File: config.mk
export PLATFORM = sky130hd
export DESIGN_NAME = alu_issue
export DESIGN_NICKNAME = d
export VERILOG_FILES = /design/src/rtl/alu_issue.sv
export SDC_FILE = /design/constraint.sdc
export NUM_CORES = 1
export LEC_CHECK = 0
export BUFFER_PORTS_ARGS = -buffer_cell sky130_fd_sc_hd__buf_2
export CAP_MARGIN = 0
export CORE_UTILIZATION = 45
export CTS_CLUSTER_SIZE = 12
export DETAILED_ROUTE_END_ITERATION = 8
export PLACE_DENSITY_LB_ADDON = 0.3
export SLEW_MARGIN = 20
export SYNTH_ARGS = -nofsm -noshare
export SYNTH_HDL_FRONTEND = slang
export SYNTH_SLANG_ARGS = --single-unit
File: constraint.sdc
create_clock -name i_clk -period 1.95 [get_ports i_clk]
set_input_delay 0.4875 -clock i_clk [delete_from_list [all_inputs] [get_ports i_clk]]
set_output_delay 0.4875 -clock i_clk [all_outputs]
set_load 0.03 [all_outputs]
File: src/rtl/alu_issue.sv
// alu_issue: RV32I integer-ALU decode and issue stage with a single
// registered output slot and valid/ready handshakes on both sides.
// Optional feature: define ALU_ISSUE_AUIPC_EN to decode AUIPC (PC-relative
// add). Without it, AUIPC issues as an illegal instruction.
module alu_issue #(
  parameter int CNT_W = 16
) (
  input  logic             i_clk,
  input  logic             i_rst_n,
  input  logic             i_instr_vld,
  output logic             o_instr_rdy,
  input  logic [31:0]      i_instr,
  input  logic [31:0]      i_pc,
  input  logic [31:0]      i_rs1_data,
  input  logic [31:0]      i_rs2_data,
  output logic             o_iss_vld,
  input  logic             i_iss_rdy,
  output logic [31:0]      o_op_a,
  output logic [31:0]      o_op_b,
  output logic [3:0]       o_alu_op,
  output logic [4:0]       o_rd_addr,
  output logic             o_rd_wen,
  output logic             o_illegal,
  output logic [CNT_W-1:0] o_iss_cnt
);

  typedef enum logic [3:0] {
    ALU_ADD  = 4'h0,
    ALU_SUB  = 4'h1,
    ALU_SLT  = 4'h2,
    ALU_SLTU = 4'h3,
    ALU_XOR  = 4'h4,
    ALU_OR   = 4'h5,
    ALU_AND  = 4'h6,
    ALU_SLL  = 4'h7,
    ALU_SRL  = 4'h8,
    ALU_SRA  = 4'h9,
    ALU_LUI  = 4'hA
  } alu_op_e;

  localparam logic [6:0] OPC_OP    = 7'b0110011;
  localparam logic [6:0] OPC_IMM   = 7'b0010011;
  localparam logic [6:0] OPC_LUI   = 7'b0110111;
  localparam logic [6:0] OPC_AUIPC = 7'b0010111;
  localparam logic [6:0] F7_BASE   = 7'b0000000;
  localparam logic [6:0] F7_ALT    = 7'b0100000;

  logic [6:0]  opcode;
  logic [2:0]  funct3;
  logic [6:0]  funct7;
  logic [4:0]  rd;
  logic [31:0] imm_i;
  logic [31:0] imm_u;
  logic [31:0] shamt;

  assign opcode = i_instr[6:0];
  assign funct3 = i_instr[14:12];
  assign funct7 = i_instr[31:25];
  assign rd     = i_instr[11:7];
  assign imm_i  = {{20{i_instr[31]}}, i_instr[31:20]};
  assign imm_u  = {i_instr[31:12], 12'b0};
  assign shamt  = {27'b0, i_instr[24:20]};

`ifndef ALU_ISSUE_AUIPC_EN
  logic unused_pc;
  assign unused_pc = ^i_pc;
`endif

  alu_op_e     base_op;
  alu_op_e     dec_op;
  logic [31:0] dec_a;
  logic [31:0] dec_b;
  logic        dec_ill;
  logic        dec_wen;
  logic        load;
  logic        accept;

  // Ready whenever the output slot is empty or is being drained this cycle.
  assign o_instr_rdy = !o_iss_vld | i_iss_rdy;
  assign load        = i_instr_vld & o_instr_rdy;
  assign accept      = o_iss_vld & i_iss_rdy;

  // Map funct3 to the ALU operation shared by OP and OP-IMM (base funct7 variant).
  always_comb begin
    base_op = ALU_ADD;
    case (funct3)
      3'b000:  base_op = ALU_ADD;
      3'b001:  base_op = ALU_SLL;
      3'b010:  base_op = ALU_SLT;
      3'b011:  base_op = ALU_SLTU;
      3'b100:  base_op = ALU_XOR;
      3'b101:  base_op = ALU_SRL;
      3'b110:  base_op = ALU_OR;
      default: base_op = ALU_AND;
    endcase
  end

  // Decode the incoming word into operands, ALU op and legality; illegal words are zeroed.
  always_comb begin
    dec_a   = '0;
    dec_b   = '0;
    dec_op  = ALU_ADD;
    dec_ill = 1'b1;
    case (opcode)
      OPC_OP: begin
        dec_a = i_rs1_data;
        dec_b = i_rs2_data;
        if (funct7 == F7_BASE) begin
          dec_ill = 1'b0;
          dec_op  = base_op;
        end else if (funct7 == F7_ALT) begin
          if (funct3 == 3'b000) begin
            dec_ill = 1'b0;
            dec_op  = ALU_SUB;
          end else if (funct3 == 3'b101) begin
            dec_ill = 1'b0;
            dec_op  = ALU_SRA;
          end
        end
      end
      OPC_IMM: begin
        dec_a   = i_rs1_data;
        dec_b   = imm_i;
        dec_ill = 1'b0;
        dec_op  = base_op;
        if (funct3 == 3'b001) begin
          dec_b   = shamt;
          dec_ill = (funct7 != F7_BASE);
        end else if (funct3 == 3'b101) begin
          dec_b = shamt;
          if (funct7 == F7_ALT) begin
            dec_op = ALU_SRA;
          end else if (funct7 != F7_BASE) begin
            dec_ill = 1'b1;
          end
        end
      end
      OPC_LUI: begin
        dec_a   = '0;
        dec_b   = imm_u;
        dec_op  = ALU_LUI;
        dec_ill = 1'b0;
      end
`ifdef ALU_ISSUE_AUIPC_EN
      OPC_AUIPC: begin
        dec_a   = i_pc;
        dec_b   = imm_u;
        dec_op  = ALU_ADD;
        dec_ill = 1'b0;
      end
`endif
      default: dec_ill = 1'b1;
    endcase
    if (dec_ill) begin
      dec_a  = '0;
      dec_b  = '0;
      dec_op = ALU_ADD;
    end
  end

  assign dec_wen = !dec_ill && (rd != 5'd0);

  // Output slot: load on input handshake, drop valid on accept with no refill.
  always_ff @(posedge i_clk or negedge i_rst_n) begin
    if (!i_rst_n) begin
      o_iss_vld <= 1'b0;
      o_op_a    <= '0;
      o_op_b    <= '0;
      o_alu_op  <= '0;
      o_rd_addr <= '0;
      o_rd_wen  <= 1'b0;
      o_illegal <= 1'b0;
    end else if (load) begin
      o_iss_vld <= 1'b1;
      o_op_a    <= dec_a;
      o_op_b    <= dec_b;
      o_alu_op  <= dec_op;
      o_rd_addr <= rd;
      o_rd_wen  <= dec_wen;
      o_illegal <= dec_ill;
    end else if (accept) begin
      o_iss_vld <= 1'b0;
    end
  end

  // Count completed downstream handshakes, wrapping naturally.
  always_ff @(posedge i_clk or negedge i_rst_n) begin
    if (!i_rst_n) begin
      o_iss_cnt <= '0;
    end else if (accept) begin
      o_iss_cnt <= o_iss_cnt + CNT_W'(1);
    end
  end

endmodule

Word-level counts from Yosys, hierarchy flattened
Cells that the tools add are included.
- flip-flop bits (word level): 92
- bits of input ports: 132
- output and inout bits: 93
- word-level logic and storage cells: 58
- add/subtract/negate cells: 1
- equal/unequal tests: 10
- muxes and demuxes: 27
- bitwise operators: 3
- reduce and logical (&&, ||, !) cells: 9
- operators by type and width (kind ; count):
    32-bit 2-to-1 mux ; 5
    32-bit case mux with 3 select lines ; 1
    4-bit 2-to-1 mux ; 8
    4-bit case mux with 7 select lines ; 1
    7-bit by 6-bit == test with 1-bit output, second input constant ; 3
    16-bit by 1-bit adder with 16-bit output, second input constant ; 1
    4-bit case mux with 3 select lines ; 1
    1-bit 2-to-1 mux ; 10
    3-bit == test, second input constant ; 3
    7-bit by 5-bit == test with 1-bit output, second input constant ; 1
    7-bit zero test ; 1
    7-bit nonzero test ; 1
    3-bit by 2-bit == test with 1-bit output, second input constant ; 2
    5-bit nonzero test ; 1
    3-bit by 1-bit == test with 1-bit output, second input constant ; 1
    3-bit zero test ; 1
    1-bit case mux with 3 select lines ; 1
    1-bit bitwise AND ; 2
    1-bit zero test ; 2
    2-bit nonzero test ; 1
    2-bit OR reduction ; 1
    1-bit logical AND ; 1
    1-bit OR ; 1

Logic depth before layout (Yosys ltp)
- depth after elaboration: 8
- gate-level depth with buffers: 7
- depth with buffers taken out: 5

Worst setup path after synthesis
Ideal clock, no wire load.
- path kind: input -> register
- start: in i_instr[2]
- end: reg o_alu_op[0]
- library setup time: 0.121 ns
- arrival time: 1.886 ns
- data required time: 1.829 ns
- path slack: -0.057 ns
- stages on the path: 7
- path buffers: 2
- path through: buf_6 -> or4b_4 -> a41oi_4 -> nor2_2 -> o211a_4 -> buf_6 -> a22o_1
- word-level cells in the longest chain between the ends: 3
- elaborated cells between the ends (all ways): 6
- classes of those cells: eq/ne (3); mux (3)
- ends and longest elaborated chain (element ; RTL line ; RTL):
    from (decl) ; 12 ; input logic [31:0] i_instr,
    7-bit by 6-bit == test with 1-bit output / 7-bit by 5-bit == test with 1-bit output (equally long branches) ; 104 ; case (opcode)
    4-bit case mux with 3 select lines / 1-bit case mux with 3 select lines (equally long branches) ; 104 ;
    4-bit 2-to-1 mux * ; 154 ; if (dec_ill) begin
    to (signal assigned) ; 177 ; o_alu_op <= dec_op;
    to (decl) ; 20 ; output logic [3:0] o_alu_op,
Every way passes the cells marked *; elsewhere a longest branch is shown, timed or not.
A chain may end at the register's enable or synchronous reset.

Worst setup path in the final report
- start: in i_instr[13]
- end: reg o_op_a[18]
- word-level cells in the longest chain between the ends: 7
- elaborated cells between the ends (all ways): 11
- classes of those cells: eq/ne (2); mux (8); reduce/logical (1)
- ends and longest elaborated chain (element ; RTL line ; RTL):
    3-bit == test ; 115, 129 ;
    1-bit 2-to-1 mux ; 115 ; end else if (funct3 == 3'b101) begin
    1-bit 2-to-1 mux ; 112 ; if (funct3 == 3'b000) begin
    1-bit 2-to-1 mux ; 111 ; end else if (funct7 == F7_ALT) begin
    1-bit 2-to-1 mux ; 108 ; if (funct7 == F7_BASE) begin
    1-bit case mux with 3 select lines * ; 104 ;
    32-bit 2-to-1 mux * ; 154 ;
    to (signal assigned) ; 167 ; o_op_a <= '0;
    to (signal assigned) ; 175 ; o_op_a <= dec_a;
    to (decl) ; 18 ; output logic [31:0] o_op_a,
Marks and branches as above.

==> results.txt <==
The run finished with clean final reports. The critical-path maximum fanout came out at 32. STA puts the critical path data required time at 2190 ps.

For this block, the initial DRC count from the detailed router was 166. The root buffer cell is sky130_fd_sc_hd__clkbuf_8. The actual transition at the worst max-transition pin is 780.8 ps, and the worst-case clock buffer depth is 2.

Number of global-route vias before repair: 3707. The part of the total power dissipated in combinational logic is 0.182. The vias per cell is 5.518, and the number of enable flip-flop cells after synthesis is 0.

The run gives 350 ps as the insertion delay to the later sink of the worst-skew pair. Summed over all layers, the routed wires come to 11060 um. For this run, the leading register cell type out of synthesis is sky130_fd_sc_hd__dfrtp_1. The type of the worst min-delay path is input pin to asynchronous set/reset pin. The minimum clock period after layout was 1674 ps; the number of H-tree branching levels was 3. The post-detailed-route count of antenna-violating nets was 0; the total number of clock tree sinks was 92. The die is 97.30 um wide. The run gives 0 as the DRC violation count after routing. For the last weighted congestion value of the routability-driven placer, the log shows 0.8616. The net load switching power was 1.261 mW; the detailed placement HPWL was 8083 um. Summed over all instances, the cell type with the most area after synthesis is sky130_fd_sc_hd__dfrtp_1. For the pin count of the biggest net entering global routing, the log shows 37.

The tools report the clock network fraction of total power as 0.314. The logs give 0 for the number of hold violations in the final report and 73.20 ps for the worst hold slack across all endpoints. Dividing total power by cell area gives a power density of 753.4 mW/mm2.

The netlist uses 40 different library cells. The kind of end point of the critical path is a flop. The count of warnings emitted by yosys was 0; the post-synthesis instance total was 370.

The internal power consumption was 2.880 mW; the total chip power was 4.140 mW. The period utilization came out at 0.8583. Setup repair after global routing left no endpoint under its margin. The average instance in the mapped netlist occupies 11.04 um2. For this run, the top clock speed supported by timing is 597.5 MHz. The detailed router placed 3780 vias in this run. The tools report the max-cap violation count as 0. The proportion of total power due to net switching is 0.3044. STA puts the critical path data arrival time at 1920 ps. After synthesis the cells add up to 0.004086 mm2. The total overflow reported by the global router is 0, and the share of the yosys chip area belonging to registers is 0.5634. Ranked by total cell area, the synthesized netlist is headed by sky130_fd_sc_hd__dfrtp_1 (56%), sky130_fd_sc_hd__a22o_1 (12%), sky130_fd_sc_hd__o21ai_0 (4.3%). The wire length of the first global-routing pass is 18350 um, and the port buffer count is 192. The tools report the startpoint kind of the worst setup timing path as an input pin. The worst-case IR drop observed on VDD is 0.0005023 V. The async set-reset flop share out of synthesis was 1.000; the post-synth net total was 503. The average wire per cell in the routed design is 16.15 um, and the minimum setup slack among reg-to-reg paths is 390 ps.

The post-route setup TNS was 0 ps; the total clock buffers created by CTS was 9. Critical setup path kind: input pin to flop. The final-report max-slew violation count is 0. The net count of the finished layout is 705. The tools report the final setup violation count as 0.

Post-synthesis to final-layout area growth: 34.48%. The overall die height was 97.30 um; the core region area was 0.008763 mm2. The number of rows created at floorplan is 34, and the share of Yosys cell area claimed by the top area cell type is 0.5634. The logs give 0.4663 for the starting utilization of the core area and 0.2406 for the all-layer global routing usage. Clock-pin slew was measured on the worst setup and hold paths at 90 ps. 225 I/O pins were placed. The number of antenna violations at the first check in global routing is 0. Buffers inserted to repair hold after CTS numbered 0. The share of final-layout standard cells stronger than drive strength 1 was 0.4246; the total leakage power was 2.986 nW.

The tools report the relative max-transition margin as 0.4795. TritonCTS built the clock tree. Synthesis inferred 92 register bits. Fill cells in the final layout number 759.

The number of gates resized after CTS was 0. The sequential power share was 0.504; the diode insertion count for antenna repair was 0. The die outline area is 0.009466 mm2, and the post-CTS setup buffer count is 0.

The run gives 4 as the first-pass iteration count of the detailed router. Across the routed clock network, the largest skew measured is 7.398 ps.
-- cells in the mapped netlist (all sizes together), types with 2 or more instances --
| master | n |
|---|---|
| dfrtp | 92 |
| a22o | 56 |
| nand2 | 46 |
| o21ai | 35 |
| a21oi | 28 |
| clkbuf | 18 |
| xnor2 | 13 |
| and3 | 10 |
| nor2 | 10 |
| buf | 7 |
| mux2 | 6 |
| nand3 | 6 |
| mux2i | 5 |
| nand2b | 5 |
| a21o | 3 |
| nand4 | 3 |
| nor2b | 3 |
| xor2 | 3 |
| and2 | 2 |
| inv | 2 |
| nor3 | 2 |
-- layout by cell type, fill, tap and decap left out, types with 2 or more instances in the layout --
cell type,instances
sky130_fd_sc_hd__nor2_1,9
sky130_fd_sc_hd__nand4_1,3
sky130_fd_sc_hd__clkinv_4,3
sky130_fd_sc_hd__clkinv_2,2
sky130_fd_sc_hd__dfrtp_1,92
sky130_fd_sc_hd__a21o_1,3
sky130_fd_sc_hd__mux2_2,6
sky130_fd_sc_hd__buf_2,191
sky130_fd_sc_hd__buf_4,21
sky130_fd_sc_hd__buf_12,4
sky130_fd_sc_hd__and3_1,10
sky130_fd_sc_hd__and2_1,2
sky130_fd_sc_hd__nor2b_1,3
sky130_fd_sc_hd__inv_1,2
sky130_fd_sc_hd__xnor2_1,13
sky130_fd_sc_hd__a21oi_1,28
sky130_fd_sc_hd__nand2b_1,5
sky130_fd_sc_hd__nand3_1,6
sky130_fd_sc_hd__nand2_1,45
sky130_fd_sc_hd__clkbuf_8,9
sky130_fd_sc_hd__o21ai_0,35
sky130_fd_sc_hd__mux2i_1,5
sky130_fd_sc_hd__a22o_1,56
sky130_fd_sc_hd__xor2_1,3
sky130_fd_sc_hd__nor3_1,2
-- critical path: stages --
cell and delay (ps):
sky130_fd_sc_hd__buf_2 100, sky130_fd_sc_hd__or4b_4 540, sky130_fd_sc_hd__a41oi_4 210, sky130_fd_sc_hd__buf_4 150
sky130_fd_sc_hd__nor4b_4 40, sky130_fd_sc_hd__buf_12 170, sky130_fd_sc_hd__a22o_1 190
-- area by class of cell --
cell class	instances	area (um2)	area share
well taps	108	135.1	0.02459
inverters	2	7.507	0.001366
clock inverters	7	75.07	0.01366
repair buffers	216	1194	0.2172
flip-flops and latches	92	2302	0.4189
clock buffers	9	123.9	0.02254
multi-input cells	251	1658	0.3017
-- cells by family (layout without fill, tap and decap cells) --
family | after synthesis | after routing | synth area share
fa+ha+maj | 1 | 1 | 0.003061
buf+inv | 27 | 234 | 0.03153
flops | 92 | 92 | 0.5634
simple gates | 93 | 93 | 0.1139
xor+xnor | 16 | 16 | 0.03429
compound gates | 130 | 130 | 0.2251
mux | 11 | 11 | 0.02878
-- worst paths after layout --
kind	startpoint	end	cells after the start
setup / recovery	i_instr[13]	o_op_a[18]	7
hold / removal	i_rst_n	o_op_b[3]	1
setup reg to reg	o_iss_vld	o_op_a[18]	5
hold reg to reg	o_iss_cnt[15]	o_iss_cnt[15]	1
max in group asynchronous	i_rst_n	o_iss_vld	2
min in group i_clk	i_rs1_data[23]	o_op_a[23]	2
-- per-stage QoR --
step,instances,setup slack (ps),area (um2),util
after global placement,669,-68.73,5296,0.6044
after CTS,685,290.7,5495,0.6271
after detailed placement,669,-98.67,5296,0.6044
final,685,276.3,5495,0.6271
after floorplan,370,-18.19,4086,-
after global routing,685,218.6,5495,0.6271
-- power by group through the flow --
stage	sequential, mW	combinational [mW]	clock (mW)
CTS	2.08	0.757	1.33
global route	2.10	0.821	1.42
detailed placement	2.12	0.755	0
floorplan	2.28	0.260	0
global placement	2.11	0.732	0
finish	2.09	0.754	1.30
-- sequential cells by signal (all words and copies together), names as in the netlist --
signal	cells
o_alu_op	4
o_illegal	1
o_iss_cnt	16
o_iss_vld	1
o_op_a	32
o_op_b	32
o_rd_addr	5
o_rd_wen	1
-- per-layer routing --
metal  track usage  part of all wire  up-vias
li1              -                 -     1747
met3       0.05108             0.048       28
met5             0                 0        -
met4       0.07919             0.027        0
met2        0.3727              0.47      149
met1        0.3387              0.45     1856
No activity file was read; power rests on OpenSTA's default activity.
